===== src/rtl/mem_access_arbiter.sv =====
// Round-robin arbiter/sequencer for the shared memory-address port.
// Grants one of four requesters, holds the mux select for MEM_LAT cycles, then pulses done.
module mem_access_arbiter #(
    parameter int unsigned MEM_LAT = 2
) (
    input  logic       clk,
    input  logic       reset,
    input  logic [3:0] w_req,
    input  logic [3:0] w_wr,
    output logic [1:0] flagIorD,
    output logic       flagMemWr,
    output logic [3:0] w_grant,
    output logic [3:0] w_done,
    output logic       w_busy
);

    typedef enum logic [1:0] {
        IDLE   = 2'd0,
        ACCESS = 2'd1,
        DONE   = 2'd2
    } state_t;

    localparam logic [3:0] LAT = 4'(MEM_LAT);

    state_t     state_q, state_d;
    logic [1:0] last_q, last_d;
    logic [3:0] cnt_q, cnt_d;
    logic [1:0] sel_q, sel_d;
    logic       memwr_q, memwr_d;
    logic [3:0] grant_q, grant_d;
    logic [3:0] done_q, done_d;
    logic       busy_q, busy_d;

    logic [1:0] win;
    logic [1:0] cand;
    logic       found;

    // Search starts one past the previous winner; offset 4 wraps back to last_q itself.
    always_comb begin
        win   = last_q;
        cand  = '0;
        found = 1'b0;
        for (int k = 1; k <= 4; k++) begin
            cand = last_q + 2'(k);
            if (!found && w_req[cand]) begin
                win   = cand;
                found = 1'b1;
            end
        end
    end

    always_comb begin
        state_d = state_q;
        last_d  = last_q;
        cnt_d   = cnt_q;
        sel_d   = sel_q;
        memwr_d = 1'b0;
        grant_d = grant_q;
        done_d  = 4'b0000;
        busy_d  = busy_q;
        unique case (state_q)
            IDLE: begin
                if (found) begin
                    state_d = ACCESS;
                    sel_d   = win;
                    grant_d = 4'b0001 << win;
                    memwr_d = w_wr[win];
                    cnt_d   = LAT;
                    busy_d  = 1'b1;
                end
            end
            ACCESS: begin
                cnt_d = cnt_q - 4'd1;
                if (cnt_q == 4'd1) begin
                    state_d = DONE;
                    done_d  = grant_q;
                end
            end
            DONE: begin
                state_d = IDLE;
                grant_d = 4'b0000;
                last_d  = sel_q;
                busy_d  = 1'b0;
            end
            default: begin
                state_d = IDLE;
                grant_d = 4'b0000;
                busy_d  = 1'b0;
            end
        endcase
    end

    // memwr_q doubles as the latched write intent: it is only ever high in the first ACCESS cycle.
    always_ff @(posedge clk or negedge reset) begin
        if (!reset) begin
            state_q <= IDLE;
            last_q  <= 2'd3;
            cnt_q   <= 4'd0;
            sel_q   <= 2'd0;
            memwr_q <= 1'b0;
            grant_q <= 4'b0000;
            done_q  <= 4'b0000;
            busy_q  <= 1'b0;
        end else begin
            state_q <= state_d;
            last_q  <= last_d;
            cnt_q   <= cnt_d;
            sel_q   <= sel_d;
            memwr_q <= memwr_d;
            grant_q <= grant_d;
            done_q  <= done_d;
            busy_q  <= busy_d;
        end
    end

    assign flagIorD  = sel_q;
    assign flagMemWr = memwr_q;
    assign w_grant   = grant_q;
    assign w_done    = done_q;
    assign w_busy    = busy_q;

endmodule


===== config.mk =====
export PLATFORM = sky130hd
export DESIGN_NAME = mem_access_arbiter
export DESIGN_NICKNAME = d
export VERILOG_FILES = /design/src/rtl/mem_access_arbiter.sv
export SDC_FILE = /design/constraint.sdc
export NUM_CORES = 1
export LEC_CHECK = 0
export BUFFER_PORTS_ARGS = -buffer_cell sky130_fd_sc_hd__buf_2
export CAP_MARGIN = 20
export CORE_MARGIN = 4
export CORE_UTILIZATION = 50
export DETAILED_ROUTE_END_ITERATION = 12
export PLACE_DENSITY_LB_ADDON = 0.2
export SYNTH_ARGS = -nofsm -noshare
export SYNTH_HDL_FRONTEND = slang
export SYNTH_SLANG_ARGS = --single-unit

===== constraint.sdc =====
create_clock -name clk -period 1.95 [get_ports clk]
set_clock_uncertainty 0.05 [all_clocks]
set_input_delay 0.2925 -clock clk [delete_from_list [all_inputs] [get_ports clk]]
set_output_delay 0.2925 -clock clk [all_outputs]
set_load 0.1 [all_outputs]

==> summary.md, run 1 <==
| Metric | Value |
|---|---|
| Result of the run | finished, final reports clean |
| DRT iter0 DRCs | 2 |
| I/O Buffers | 21 |
| CTS sink cnt | 20 |
| DR pass1 iterations | 2 |
| CP required | 2.08 ns |
| Worst-skew pair later-pin latency | 0.29 ns |
| Gr ovfl total | 0 |
| Slew Viols, Final | 0 |
| Crit path capture type | register |
| Via density | 5.084 |
| CTS tree | built |
| WHS Path Cells | 3 |
| GRT Resource Usage Total | 15.06% |
| HP Class | in2reg |
| Setup TNS Final | 0 ns |
| R2R Setup Slk | 0.39 ns |
| Synth top area share | 49.66% |
| Syn Area/Cell | 11.20 um2 |
| # Post-CTS Setup Buffers | 0 |
| Post-Synthesis Cells | 81 |
| Fin nets | 119 |
| Yosys cell types | 28 |
| Fmax achieved | 0.6429 GHz |
| Routability Congestion | 0.7351 |
| Synth area leader | dfrtp_1 |
| Vias in the first global route | 655 |
| Post-CTS Resized | 0 |
| Row Count | 15 |
| Critical Path Source Type | register |
| Final min period | 1.556 ns |
| Synthesized cell area | 907.1 um2 |
| Die area | 2560 um2 |
| Antenna Nets Post-Route | 0 |
| Area contributors post-synth | dfrtp_1 50%, dfstp_2 5.8%, o21ai_0 5.5% |
| Max Cap Viol | 0 |
| Max FO, Critical Path | 5 |
| Clk buf depth | 2 |
| Worst Max-Slew Pin Slew | 0.4892 ns |
| Area Growth Syn to Fin | 19.59% |
| Post-Syn Nets | 93 |
| IO Pins | 22 |
| FFs w/ async S/R, synth | 100.0% |
| RSZ-0062 raised after global routing | no |
| Ys Warns | 0 |
| R2R depth | 5 |
| Clk slew on worst S/H paths | 0.11 ns |
| ANT cells | 0 |
| Yosys reg bits | 20 |
| Vias | 666 |
| Seq/Total Area, Yosys | 55.45% |
| Kind of critical path | reg2reg |
| Chip width | 50.60 um |
| Leading register cell type out of synthesis | dfrtp_1 |
| Antenna violations before repair | 0 |
| Core area | 1727 um2 |
| Data arrival time of the critical path | 1.69 ns |
| Number of synthesized flops with an enable pin | 0 |
| Die height | 50.60 um |
| Cts bufs inserted | 3 |
| DRC | 0 |
| DP HPWL | 1320 um |
| First-pass GRT wire length | 2856 um |
| Largest net degree at the start of global routing | 21 |
| Fraction of layout cells with a size suffix above 1 | 35.85% |
| Final worst path period share | 79.77% |
| Final setup violation count | 0 |
| Max_slew headroom | 67.61% |
| H-Tree Depth | 1 |
| Hold Vio Cnt, Final | 0 |
| Final WL | 1671 um |
| Routed WL per cell | 12.76 um |
| Clock root cell | clkbuf_4 |
| Starting Density | 52.54% |
## stage by stage
step / instances / util, % / hold slack, ns / worst slack (ns) / area [um2]
after floorplan: 81 / - / -0.05309 / 0.5101 / 907.1
after global placement: 126 / 60.14 / 0.2030 / 0.4543 / 1039
after detailed placement: 126 / 60.14 / 0.2075 / 0.4121 / 1039
after CTS: 131 / 62.83 / 0.2547 / 0.3957 / 1085
after global routing: 131 / 62.83 / 0.2476 / 0.3023 / 1085
final: 131 / 62.83 / 0.2814 / 0.3945 / 1085
## Yosys cell counts, drive strengths merged (2+ instances only)
cell type and number:
dfstp 2, o21ai 11, dfrtp 18, nand3 2
nand2 7, mux2 3, ha 2, nand2b 2
and2 4, nor2 6, nor2b 6, inv 5
a22o 2, a21oi 2
## registers in the layout, indices dropped and copies added, names as in the netlist
| register | flops |
|---|---|
| w_done | 4 |
| flagMemWr | 1 |
| cnt_q | 4 |
| w_busy | 1 |
| last_q | 2 |
| flagIorD | 2 |
| state_q | 2 |
| w_grant | 4 |
## metal layers
layer	global-route usage, %	vias to the layer above	share of wire (%)
li1	-	325	-
met1	18.67	322	45
met2	24.78	15	49
met3	2.671	4	4.7
met4	8.072	0	2.0
met5	0	-	0
## layout make-up
cell class / instances / area [um2]
Multi-Input combinational cell: 55 / 380.4
Timing Repair Buffer: 22 / 115.1
Inverter: 5 / 18.77
Fill cell: 147 / 641.9
Clock buffer: 4 / 36.28
Tap cell: 25 / 31.28
Sequential cell: 20 / 503.0
## cell usage in the layout, fill, tap and decap left out, drive strengths merged, types with 2 or more instances in the layout
master	count
a21oi	2
a22o	2
and2	4
buf	21
clkbuf	4
dfrtp	18
dfstp	2
ha	2
inv	5
mux2	3
nand2	7
nand2b	2
nand3	2
nor2	6
nor2b	6
o21ai	11
## critical path, cell delays in order, from the launching register on
cell       delay, ns
dfstp_2         0.57
nor2b_1         0.07
o21ai_2         0.18
o211ai_4        0.12
mux2_4          0.32
o2bb2ai_2       0.13
## timing repair
action / in CTS / in global routing
hold buffers: 1 / 0
setup endpoints to repair: 0 / 0
endpoints found under the hold margin: 18 / 0
## path summary, 6_finish.rpt
| check | start | end |
|---|---|---|
| setup / recovery | last_q[0] | flagMemWr |
| hold reg to reg | w_grant[3] | w_grant[3] |
| min in group asynchronous | reset | cnt_q[2] |
| max in group asynchronous | reset | last_q[1] |
| hold / removal | w_wr[2] | flagMemWr |
| setup reg to reg | last_q[0] | flagMemWr |
## logic make-up (layout without fill, tap and decap cells)
family | count (synthesis) | after routing | synth area share, %
AND/OR/NAND/NOR | 30 | 30 | 17.66
flip-flops | 20 | 20 | 55.45
AO/OA/AOI/OAI | 18 | 18 | 15.31
buffers and inverters | 6 | 31 | 2.620
multiplexers | 4 | 4 | 5.241
adder cells (fa/ha/maj) | 2 | 2 | 2.758
XOR/XNOR | 1 | 1 | 0.9657
Power of run 1 is not shown: default switching activity piles up to over one toggle a cycle in this logic, so the estimate is an artifact.
==> run 2, diff against run 1 <==
Clock period 1.95 ns to 1.55 ns, I/O delays scaled along.
==> run 2 against run 1 <==
- core utilization up 1.0 points
- sequential share of layout area down 0.74 points
- hold slack worse by 0.11 ns
- clock-buffer cell count unchanged
- critical path depth unchanged
- fmax up 3.6%
- final area up 1.6%
- non-clock buffer count up 1
- sequential cell count unchanged
- final cell count up 0.76%
- largest cell class unchanged
==> summary.md, run 2 (synthesis gave the netlist of run 1 again) <==
| Metric | Value |
|---|---|
| Launch point of the worst reg-to-reg path | last_q[0] |
| Die area | 2560 um2 (unchanged) |
| DRC | 0 (unchanged) |
| Area after DPL | 1046 um2 (+0.72%) |
| Core area | 1727 um2 (unchanged) |
| Critical Path Source Type | register |
| CTS sink cnt | 20 (unchanged) |
| HP Class | in2reg |
| Final worst path period share | 96.86% (+17 points) |
| Kind of critical path | reg2reg |
| DP HPWL | 1258 um (-4.7%) |
| Antenna Nets Post-Route | 0 (unchanged) |
| Row Count | 15 (unchanged) |
| Area Growth Syn to Fin | 21.52% |
| R2R Setup Slk | 0.05 ns (-0.35 ns) |
| Final setup violation count | 0 (unchanged) |
| Antenna violations before repair | 0 (unchanged) |
| Most frequent cells in the layout | 21 x buf_2, 18 x dfrtp_1, 10 x o21ai_0, 7 x nand2_1 |
| Chip width | 50.60 um (unchanged) |
| Clk slew on worst S/H paths | 0.11 ns (about the same) |
| Final WL | 1614 um (-3.4%) |
| Die height | 50.60 um (unchanged) |
| Vias in the first global route | 686 (+4.7%) |
| RR Endpoint | flagMemWr |
| Worst hold start | w_wr[2] |
| Gr ovfl total | 0 (unchanged) |
| Non-Filler Instances | 132 (+0.76%) |
| Cts bufs inserted | 3 (unchanged) |
| Hold Vio Cnt, Final | 0 (unchanged) |
| IO Pins | 22 (unchanged) |
| CP required | 1.69 ns (-0.39 ns) |
| Clk buf depth | 2 (unchanged) |
| Fmax achieved | 0.6661 GHz (+3.6%) |
| Setup TNS Final | 0 ns (unchanged) |
| RSZ-0062 raised after global routing | no |
| Worst-skew pair later-pin latency | 0.29 ns (about the same) |
| Vias | 667 (+0.15%) |
| Worst Max-Slew Pin Slew | 0.4949 ns (+0.005711 ns) |
| Max FO, Critical Path | 5 (unchanged) |
| GRT Resource Usage Total | 14.54% (-0.52 points) |
| WHS Path Cells | 3 (unchanged) |
| Result of the run | finished, final reports clean |
| Largest net degree at the start of global routing | 21 (unchanged) |
| Commonest non-fill, non-tap cell in the layout | buf_2 |
| Hold EP | flagMemWr |
| ANT cells | 0 (unchanged) |
| Fin nets | 120 (+0.84%) |
| Slew Viols, Final | 0 (unchanged) |
| Max Cap Viol | 0 (unchanged) |
| DRT iter0 DRCs | 16 (+14) |
| Clock root cell | clkbuf_4 |
| Placed Instances | 127 (+0.79%) |
| H-Tree Depth | 1 (unchanged) |
| CTS tree | built |
| Via density | 5.053 (-0.61%) |
| Routability Congestion | 0.7279 (-0.98%) |
| Data arrival time of the critical path | 1.65 ns (-0.04 ns) |
| First-pass GRT wire length | 2766 um (-3.2%) |
| I/O Buffers | 21 (unchanged) |
| Fin area | 1102 um2 (+1.6%) |
| Max_slew headroom | 67.23% (-0.38 points) |
| Starting Density | 52.54% (unchanged) |
| Final min period | 1.501 ns (-0.05421 ns) |
| Crit path capture type | register |
| Routed WL per cell | 12.23 um (-4.1%) |
| Fraction of layout cells with a size suffix above 1 | 39.25% (+3.4 points) |
| DR pass1 iterations | 4 (+2) |
| R2R depth | 5 (unchanged) |
[run 2: how the worst max path moves through the flow]
stage	to	slack [ns]	start	depth (start not counted)
floorplan	flagMemWr	0.11	last_q[0]	5
global placement	flagMemWr	0.09	last_q[0]	5
detailed placement	flagMemWr	0.05	last_q[0]	5
CTS	flagMemWr	0.03	last_q[0]	5
global route	flagMemWr	0.006	last_q[0]	5
finish	flagMemWr	0.05	last_q[0]	5
[run 2: cell type report]
class / instances / area (um2)
clock buffer: 4 / 36.28
inverter: 5 / 18.77
tap: 25 / 31.28
fill: 162 / 624.3
timing repair buffer: 23 / 122.6
sequential: 20 / 503.0
multi-input combinational: 55 / 390.4
[run 2: worst max-delay path, cell delays in order (launching register included)]
cell and delay [ns]:
dfstp_2 0.58, nor2b_1 0.07, o21ai_2 0.15, o211ai_4 0.12, mux2_4 0.32, o2bb2ai_2 0.11
[run 2: timing repair]
action,CTS,global route
hold buffers,1,0
endpoints found under the hold margin,18,0
resized for setup,0,3
buffers inserted,0,0
setup endpoints to repair,0,8
[run 2: metrics by stage]
stage / hold WS, ns / worst slack (ns) / utilization (%)
after floorplan: -0.1131 / 0.1101 / -
after global placement: 0.1437 / 0.08649 / 60.58
after detailed placement: 0.1481 / 0.05046 / 60.58
after CTS: 0.1642 / 0.03251 / 63.26
after global routing: 0.1812 / 0.006393 / 63.84
final: 0.1742 / 0.04868 / 63.84
[run 2: routing by layer]
metal / vias to the layer above / share of wire (%) / global-route usage, %
met2: 15 / 48 / 24.78
met1: 318 / 46 / 17.46
met5: - / 0 / 0
li1: 330 / - / -
met3: 4 / 4.2 / 2.967
met4: 0 / 1.3 / 6.726
Power of run 2 is left out for the same reason.
